`src/rtl/divider_pkg.sv`:
```
// rtl/divider_pkg.sv - shared types, widths and the restoring-division step for the pipelined divider
//
// Purpose : one place for the default divider geometry, the per-stage register
//           layout (t_div_stage) and div_step(), the single restoring step that
//           every stage repeats BITS_PER_STAGE times.
// Ports   : none (package).
package divider_pkg;

  localparam int DIV_DATA_LEN       = 32;
  localparam int DIV_PIPELINE_STAGE = 16;
  localparam int BITS_PER_STAGE     = DIV_DATA_LEN / DIV_PIPELINE_STAGE;

  typedef logic [DIV_DATA_LEN-1:0] t_data;
  typedef logic [DIV_DATA_LEN:0]   t_rem;

  // dq starts as the dividend magnitude and is shifted left once per step;
  // quotient bits enter at the LSB, so after DATA_LEN steps it is the quotient.
  typedef struct packed {
    logic  valid;
    logic  dbz;
    t_data divisor;
    t_rem  rem;
    t_data dq;
  } t_div_stage;

  typedef struct packed {
    t_rem rem;
    logic qbit;
  } t_step;

  // rem_lo is the previous partial remainder, which is always below the divisor
  // and therefore fits in DATA_LEN bits; the shifted value needs one extra bit.
  function automatic t_step div_step(input t_data rem_lo, input logic dbit, input t_data divisor);
    t_step res;
    t_rem  shifted;
    shifted = {rem_lo, dbit};
    if (shifted >= {1'b0, divisor}) begin
      res.rem  = shifted - {1'b0, divisor};
      res.qbit = 1'b1;
    end else begin
      res.rem  = shifted;
      res.qbit = 1'b0;
    end
    return res;
  endfunction

endpackage

```
`src/rtl/divider_stage.sv`:
```
// rtl/divider_stage.sv - one register stage of the pipelined divider
//
// Purpose : applies STEPS restoring-division steps to the incoming stage record
//           and registers the result. Flush clears only the valid bit.
// Ports   : clk       - rising-edge clock
//           reset_n   - asynchronous active-low reset, clears the whole record
//           flush     - synchronous drop of the op entering this stage
//           stage_in  - record from the previous stage (or the operand capture)
//           stage_out - registered record for the next stage
module divider_stage
  import divider_pkg::*;
#(
  parameter int STEPS = BITS_PER_STAGE
) (
  input  logic       clk,
  input  logic       reset_n,
  input  logic       flush,
  input  t_div_stage stage_in,
  output t_div_stage stage_out
);

  t_div_stage stage_d;
  t_div_stage stage_q;
  t_div_stage cur;
  t_step      step;

  always_comb begin
    cur  = stage_in;
    step = '0;
    for (int i = 0; i < STEPS; i++) begin
      step    = div_step(cur.rem[DIV_DATA_LEN-1:0], cur.dq[DIV_DATA_LEN-1], cur.divisor);
      cur.rem = step.rem;
      cur.dq  = {cur.dq[DIV_DATA_LEN-2:0], step.qbit};
    end
    stage_d       = cur;
    stage_d.valid = stage_in.valid & ~flush;
  end

  always_ff @(posedge clk or negedge reset_n) begin
    if (!reset_n) begin
      stage_q <= '0;
    end else begin
      stage_q <= stage_d;
    end
  end

  assign stage_out = stage_q;

endmodule

```
`src/rtl/pipelined_divider_core.sv`:
```
// rtl/pipelined_divider_core.sv - fully pipelined integer divider, one op per cycle, fixed latency
//
// Purpose : divides a by b with a latency of exactly PIPELINE_STAGE cycles and
//           no backpressure. b == 0 yields quotient all-ones, remainder a.
//           Macro DIVIDER_SIGNED_EN selects two's-complement operands
//           (truncating division); without it the core is purely unsigned.
// Ports   : clk, reset_n (async active-low), flush (sync valid clear),
//           in_valid/a/b (operands), out_valid/quotient/remainder/div_by_zero
//           (registered result, held while out_valid is low),
//           busy (any stage holds a valid op).
module pipelined_divider_core
  import divider_pkg::*;
#(
  parameter int DATA_LEN       = DIV_DATA_LEN,
  parameter int PIPELINE_STAGE = DIV_PIPELINE_STAGE
) (
  input  logic                clk,
  input  logic                reset_n,
  input  logic                flush,
  input  logic                in_valid,
  input  logic [DATA_LEN-1:0] a,
  input  logic [DATA_LEN-1:0] b,
  output logic                out_valid,
  output logic [DATA_LEN-1:0] quotient,
  output logic [DATA_LEN-1:0] remainder,
  output logic                div_by_zero,
  output logic                busy
);

  localparam int STEPS = DATA_LEN / PIPELINE_STAGE;

  if (DATA_LEN % PIPELINE_STAGE != 0) begin : g_bad_split
    $error("pipelined_divider_core: DATA_LEN must be a multiple of PIPELINE_STAGE");
  end
  if (DATA_LEN != DIV_DATA_LEN) begin : g_bad_width
    $error("pipelined_divider_core: DATA_LEN must match divider_pkg::DIV_DATA_LEN");
  end

  t_div_stage stage0_in;
  t_div_stage chain_out [PIPELINE_STAGE];
  t_div_stage last;
  t_data      a_mag;
  t_data      b_mag;
  t_data      q_res;
  t_data      r_res;

  logic  out_valid_d, out_valid_q;
  logic  dbz_d, dbz_q;
  t_data quotient_d, quotient_q;
  t_data remainder_d, remainder_q;

  assign last = chain_out[PIPELINE_STAGE-1];

`ifdef DIVIDER_SIGNED_EN
  // Sign decisions travel beside the stages so they line up with the result.
  // A zero divisor never negates the quotient, keeping it at -1.
  logic [PIPELINE_STAGE-1:0] neg_q_d, neg_q_q;
  logic [PIPELINE_STAGE-1:0] neg_r_d, neg_r_q;

  always_comb begin
    a_mag      = a[DATA_LEN-1] ? -a : a;
    b_mag      = b[DATA_LEN-1] ? -b : b;
    neg_q_d    = neg_q_q << 1;
    neg_q_d[0] = (a[DATA_LEN-1] ^ b[DATA_LEN-1]) & (b != '0);
    neg_r_d    = neg_r_q << 1;
    neg_r_d[0] = a[DATA_LEN-1];
  end

  always_ff @(posedge clk or negedge reset_n) begin
    if (!reset_n) begin
      neg_q_q <= '0;
      neg_r_q <= '0;
    end else begin
      neg_q_q <= neg_q_d;
      neg_r_q <= neg_r_d;
    end
  end

  // MIN / -1 needs no special case: the magnitude quotient 2^(N-1) is
  // left un-negated and reads back as MIN.
  always_comb begin
    q_res = neg_q_q[PIPELINE_STAGE-1] ? -last.dq : last.dq;
    r_res = neg_r_q[PIPELINE_STAGE-1] ? -last.rem[DATA_LEN-1:0] : last.rem[DATA_LEN-1:0];
  end
`else
  always_comb begin
    a_mag = a;
    b_mag = b;
    q_res = last.dq;
    r_res = last.rem[DATA_LEN-1:0];
  end
`endif

  always_comb begin
    stage0_in         = '0;
    stage0_in.valid   = in_valid;
    stage0_in.dbz     = (b == '0);
    stage0_in.divisor = b_mag;
    stage0_in.dq      = a_mag;
  end

  for (genvar k = 0; k < PIPELINE_STAGE; k++) begin : g_stage
    if (k == 0) begin : g_first
      divider_stage #(.STEPS(STEPS)) u_stage (
        .clk       (clk),
        .reset_n   (reset_n),
        .flush     (flush),
        .stage_in  (stage0_in),
        .stage_out (chain_out[k])
      );
    end else begin : g_next
      divider_stage #(.STEPS(STEPS)) u_stage (
        .clk       (clk),
        .reset_n   (reset_n),
        .flush     (flush),
        .stage_in  (chain_out[k-1]),
        .stage_out (chain_out[k])
      );
    end
  end

  always_comb begin
    busy = 1'b0;
    for (int k = 0; k < PIPELINE_STAGE; k++) begin
      busy = busy | chain_out[k].valid;
    end
  end

  always_comb begin
    out_valid_d = last.valid & ~flush;
    quotient_d  = quotient_q;
    remainder_d = remainder_q;
    dbz_d       = dbz_q;
    if (out_valid_d) begin
      quotient_d  = q_res;
      remainder_d = r_res;
      dbz_d       = last.dbz;
    end
  end

  always_ff @(posedge clk or negedge reset_n) begin
    if (!reset_n) begin
      out_valid_q <= 1'b0;
      quotient_q  <= '0;
      remainder_q <= '0;
      dbz_q       <= 1'b0;
    end else begin
      out_valid_q <= out_valid_d;
      quotient_q  <= quotient_d;
      remainder_q <= remainder_d;
      dbz_q       <= dbz_d;
    end
  end

  assign out_valid   = out_valid_q;
  assign quotient    = quotient_q;
  assign remainder   = remainder_q;
  assign div_by_zero = dbz_q;

  // The final divisor and the remainder guard bit are not needed at the output.
  logic unused_last;
  assign unused_last = ^{last.divisor, last.rem[DATA_LEN]};

endmodule

```
`config.mk`:
```
export PLATFORM = sky130hd
export DESIGN_NAME = pipelined_divider_core
export DESIGN_NICKNAME = d
export VERILOG_FILES = /design/src/rtl/divider_pkg.sv /design/src/rtl/divider_stage.sv /design/src/rtl/pipelined_divider_core.sv
export SDC_FILE = /design/constraint.sdc
export NUM_CORES = 2
export LEC_CHECK = 0
export BUFFER_PORTS_ARGS = -buffer_cell sky130_fd_sc_hd__clkbuf_2
export CORE_MARGIN = 2
export CORE_UTILIZATION = 68
export DETAILED_ROUTE_END_ITERATION = 8
export GPL_TIMING_DRIVEN = 0
export HOLD_SLACK_MARGIN = 0.03
export PLACE_DENSITY_LB_ADDON = 0.12
export SYNTH_ARGS = -nofsm -noshare
export SYNTH_HDL_FRONTEND = slang
export SYNTH_SLANG_ARGS = --single-unit
```
`constraint.sdc`:
```
create_clock -name clk -period 12.4 [get_ports clk]
set_input_delay 1.86 -clock clk [delete_from_list [all_inputs] [get_ports clk]]
set_output_delay 1.86 -clock clk [all_outputs]
set_load 0.02 [all_outputs]
```
==> results by group <==
Status
  – Outcome: complete, no violations

GRT
  – GRT overflow: 0
  – Largest net degree at the start of global routing: 130
  – GRT Util Overall: 0.394
  – Antenna violations before repair: 14
  – First-pass GRT wire length: 480,000 um
  – Vias in the first global route: approximately 85,000

Pwr
  – Logic pwr share: 0.654
  – Peak supply drop: ~0.24 mV
  – Clock share of power: 0.149
  – Reg power frac: 0.197
  – Cell Pwr Density: around 310 nW/um^2
  – Pint: around 19 mW
  – LEAKAGE: ~55 nW
  – Switching Fraction: 0.457
  – Sw power: 16.1 mW

Timing
  – Hold Slack: 0.313 ns
  – Setup violators final: 0
  – Slew HR: 0.0453
  – Setup tns final: 0 ns
  – Fin crit share: 0.762
  – Worst-margin pin slew: 1.43 ns
  – Worst Slack Setup Final: a little under 3 ns
  – Clock Skews: slightly above 0.05 ns
  – Fmax: 106 MHz
  – RSZ-0062 raised after global routing: no
  – Final Slew Violations: 0
  – Final min period: about 9.5 ns
  – Final hold vios: 0

Detailed routing
  – Final ANT Viol Nets: 0
  – DRC Markers: 0
  – Initial DRC Count: roughly 9,000
  – Vias: 85,600
  – DR vias/cell: around 6.5
  – Routed WL per cell: between 20 and 25 um
  – WL final: roughly 310,000 um
  – Drt pass-1 iters: 9

Finish
  – Post-layout util: 0.749
  – NumNets Final: around 12,000
  – Area grow syn2layout: 9.06%
  – FILL cells: a little over 10,000
  – Fraction of layout cells with a size suffix above 1: 0.110
  – Area of the multi-input gates: roughly 60,000 um^2
  – Commonest non-fill, non-tap cell in the layout: dfrtp_1
  – Register area: around 40,000 um^2
  – Most frequent cells in the layout: dfrtp_1 (1,602), ha_1 (994), a21oi_1 (983)

Min path
  – HP Class: reg -> reg
  – Hold endpoint: g_stage[2].g_next.u_stage.stage_out[14]$_DFF_PN0_
  – Min-Delay Path Depth: 0
  – Hold Path Origin: g_stage[1].g_next.u_stage.stage_out[12]$_DFF_PN0_

Clock network
  – CTS tree: yes
  – Clk root buf: clkbuf_16
  – Cts repair resizes: 0
  – Worst-Skew Late Latency: roughly 0.83 ns
  – Clock buffer depth: 3
  – H-tree depth: 4
  – Worst-path clk slew: roughly 0.07 ns
  – CTS sink count: between 1,500 and 2,000
  – Postcts setup bufs: 0
  – TritonCTS buffer count: between 150 and 200
  – Cts hold-fix bufs: 0

Worst setup path
  – Crit path DAT: slightly above 10 ns
  – Flop-to-flop setup slack: between 2 and 3 ns
  – Worst setup EP type: flop
  – RR Startpoint: g_stage[3].g_next.u_stage.stage_out[66]$_DFF_PN0_
  – Crit Path Category: reg -> reg
  – Startpoint Class: flop
  – Critical path required time: around 13 ns
  – CP max FO: 10
  – Reg2Reg Depth: 27
  – Worst r2r dst: g_stage[4].g_next.u_stage.stage_out[59]$_DFF_PN0_

Place
  – Post-DP HPWL: 241,000 um
  – DP Worst Slack: about 3.5 ns
  – GPL Wtd Cong: 1.04
  – Port buffer count: around 130

Yosys
  – Number of synthesized flops with an enable pin: 0
  – Synth area leader: dfrtp_1
  – Ys async rst share: 1.00
  – Sequential share of the synthesized area: 0.389
  – Avg Inst Size Synth: between 9 and 10 um^2
  – Syn Inst Count: 10,600
  – Syn Nets: between 10,000 and 15,000
  – Number of synthesized register bits: about 1,600
  – Count of cell types in the netlist: 100
  – Synthesized area: between 100,000 and 150,000 um^2
  – Synth top area share: 0.389
  – Yosys warning total: 0
  – Largest cells by area after synthesis: dfrtp_1 (39%), ha_1 (12%), mux2_2 (6.7%)
  – Top FF cell, synth: dfrtp_1

Floorplan
  – Core area: 150,000 um^2
  – DIE AREA: 155,000 um^2
  – Die height: between 300 and 400 um
  – Number of top-level pins: about 140
  – Die W: slightly below 400 um
  – Initial Utilization: 0.687
  – Row cnt: 142

Flow run
  – Max-cap violations: 0
## cell families (layout without fill, tap and decap cells)
| group | count (synthesis) | after routing | share of synthesized area |
|---|---|---|---|
| muxes | 684 | 684 | 0.0753 |
| AOI/OAI and AO/OA | 2986 | 2986 | 0.185 |
| xor gates and xnor gates | 815 | 815 | 0.0692 |
| DFF | 1602 | 1602 | 0.389 |
| other | 0 | 2 | 0 |
| buffers and inverters | 1064 | 1514 | 0.0398 |
| and+or+nand+nor | 2439 | 2439 | 0.115 |
| adders and majority gates | 1025 | 1025 | 0.127 |
## area by class of cell
| class | count | area share |
|---|---|---|
| Clock buffer | 216 | 0.0401 |
| Sequential cell | 1602 | 0.357 |
| Tap cell | 2016 | 0.0224 |
| Multi-Input combinational cell | 7949 | 0.524 |
| Buffer | 228 | 0.00860 |
| Inverter | 836 | 0.0279 |
| Timing Repair Buffer | 148 | 0.00947 |
| Antenna cell | 2 | 0.0000445 |
| Clock inverter | 86 | 0.0110 |
## flip-flops by register name, summed over array words and instances, names as in the netlist
signal                             cells
g_stage.g_first.u_stage.stage_out     98
remainder                             32
quotient                              32
out_valid                              1
g_stage.g_next.u_stage.stage_out    1438
div_by_zero                            1
## critical path: stages (launching register included)
cell       delay (ns)
dfrtp_1          0.44
inv_1            0.16
ha_1             0.35
nor2b_1          0.21
o2111ai_1        0.16
and3_1           0.24
o211ai_1         0.25
nand3_1          0.20
a2111oi_0        1.10
o21ai_0          0.55
o21ai_1          0.77
clkbuf_1         0.65
nor2_1           0.08
a21oi_1          0.30
ha_1             0.42
nor2b_1          0.19
o21ai_0          0.19
a21boi_0         0.12
o21a_1           0.20
o41a_1           0.43
a21o_1           0.28
a221o_1          0.45
a311o_1          0.40
o21ba_2          0.21
nand2b_1         0.14
buf_2            0.20
buf_2            0.27
mux2_2           0.34
## power groups by stage
stage	Combinational, mW	Clock, mW	Sequential, mW
after floorplan	16.8	0	6.67
after global placement	21.3	0	7.01
after detailed placement	22.0	0	7.00
after CTS	22.4	5.29	6.93
after global routing	24.7	5.53	6.99
final	23.1	5.27	6.95
## metrics by stage
stage,total power [mW],cells,cell area (um^2)
after detailed placement,29.0,12800,107000
after CTS,34.7,13100,112000
final,35.3,13100,112000
after global routing,37.3,13100,112000
after floorplan,23.5,10600,103000
after global placement,28.3,12800,106000
## Yosys cell counts (66+ instances only)
| cell | count |
|---|---|
| xnor2_1 | 540 |
| mux2_2 | 616 |
| a21oi_1 | 983 |
| o21a_1 | 124 |
| o211ai_1 | 66 |
| nand4_1 | 154 |
| o21bai_1 | 127 |
| xor2_1 | 275 |
| nor2b_1 | 134 |
| o21ai_0 | 539 |
| nand2_1 | 631 |
| nand3_1 | 192 |
| nor2_1 | 667 |
| and3_1 | 84 |
| inv_1 | 832 |
| a31oi_1 | 77 |
| ha_1 | 994 |
| a211oi_1 | 81 |
| nand2b_1 | 108 |
| a21o_1 | 518 |
| clkbuf_1 | 167 |
| nor3_1 | 169 |
| dfrtp_1 | 1602 |
## routing by layer
layer,global-route usage,routed length (um),vias up
met5,0,109,-
li1,-,-,38700
met2,0.607,137000,4371
met3,0.0847,28900,1015
met1,0.527,126000,41500
met4,0.197,18000,18
## how the worst max path moves through the flow
stage                                                           start                                                  to  slack (ns)  cells after the start
floorplan           g_stage[3].g_next.u_stage.stage_out[66]$_DFF_PN0_   g_stage[4].g_next.u_stage.stage_out[55]$_DFF_PN0_        6.05                     25
global placement                                              reset_n  g_stage[0].g_first.u_stage.stage_out[22]$_DFF_PN0_      -25.95                      1
detailed placement  g_stage[3].g_next.u_stage.stage_out[66]$_DFF_PN0_   g_stage[4].g_next.u_stage.stage_out[62]$_DFF_PN0_        3.48                     25
CTS                 g_stage[3].g_next.u_stage.stage_out[66]$_DFF_PN0_   g_stage[4].g_next.u_stage.stage_out[59]$_DFF_PN0_        3.35                     25
global route        g_stage[3].g_next.u_stage.stage_out[66]$_DFF_PN0_   g_stage[4].g_next.u_stage.stage_out[59]$_DFF_PN0_        2.67                     27
finish              g_stage[3].g_next.u_stage.stage_out[66]$_DFF_PN0_   g_stage[4].g_next.u_stage.stage_out[59]$_DFF_PN0_        2.95                     27
Note: power is estimated with default switching activity, not from simulation.
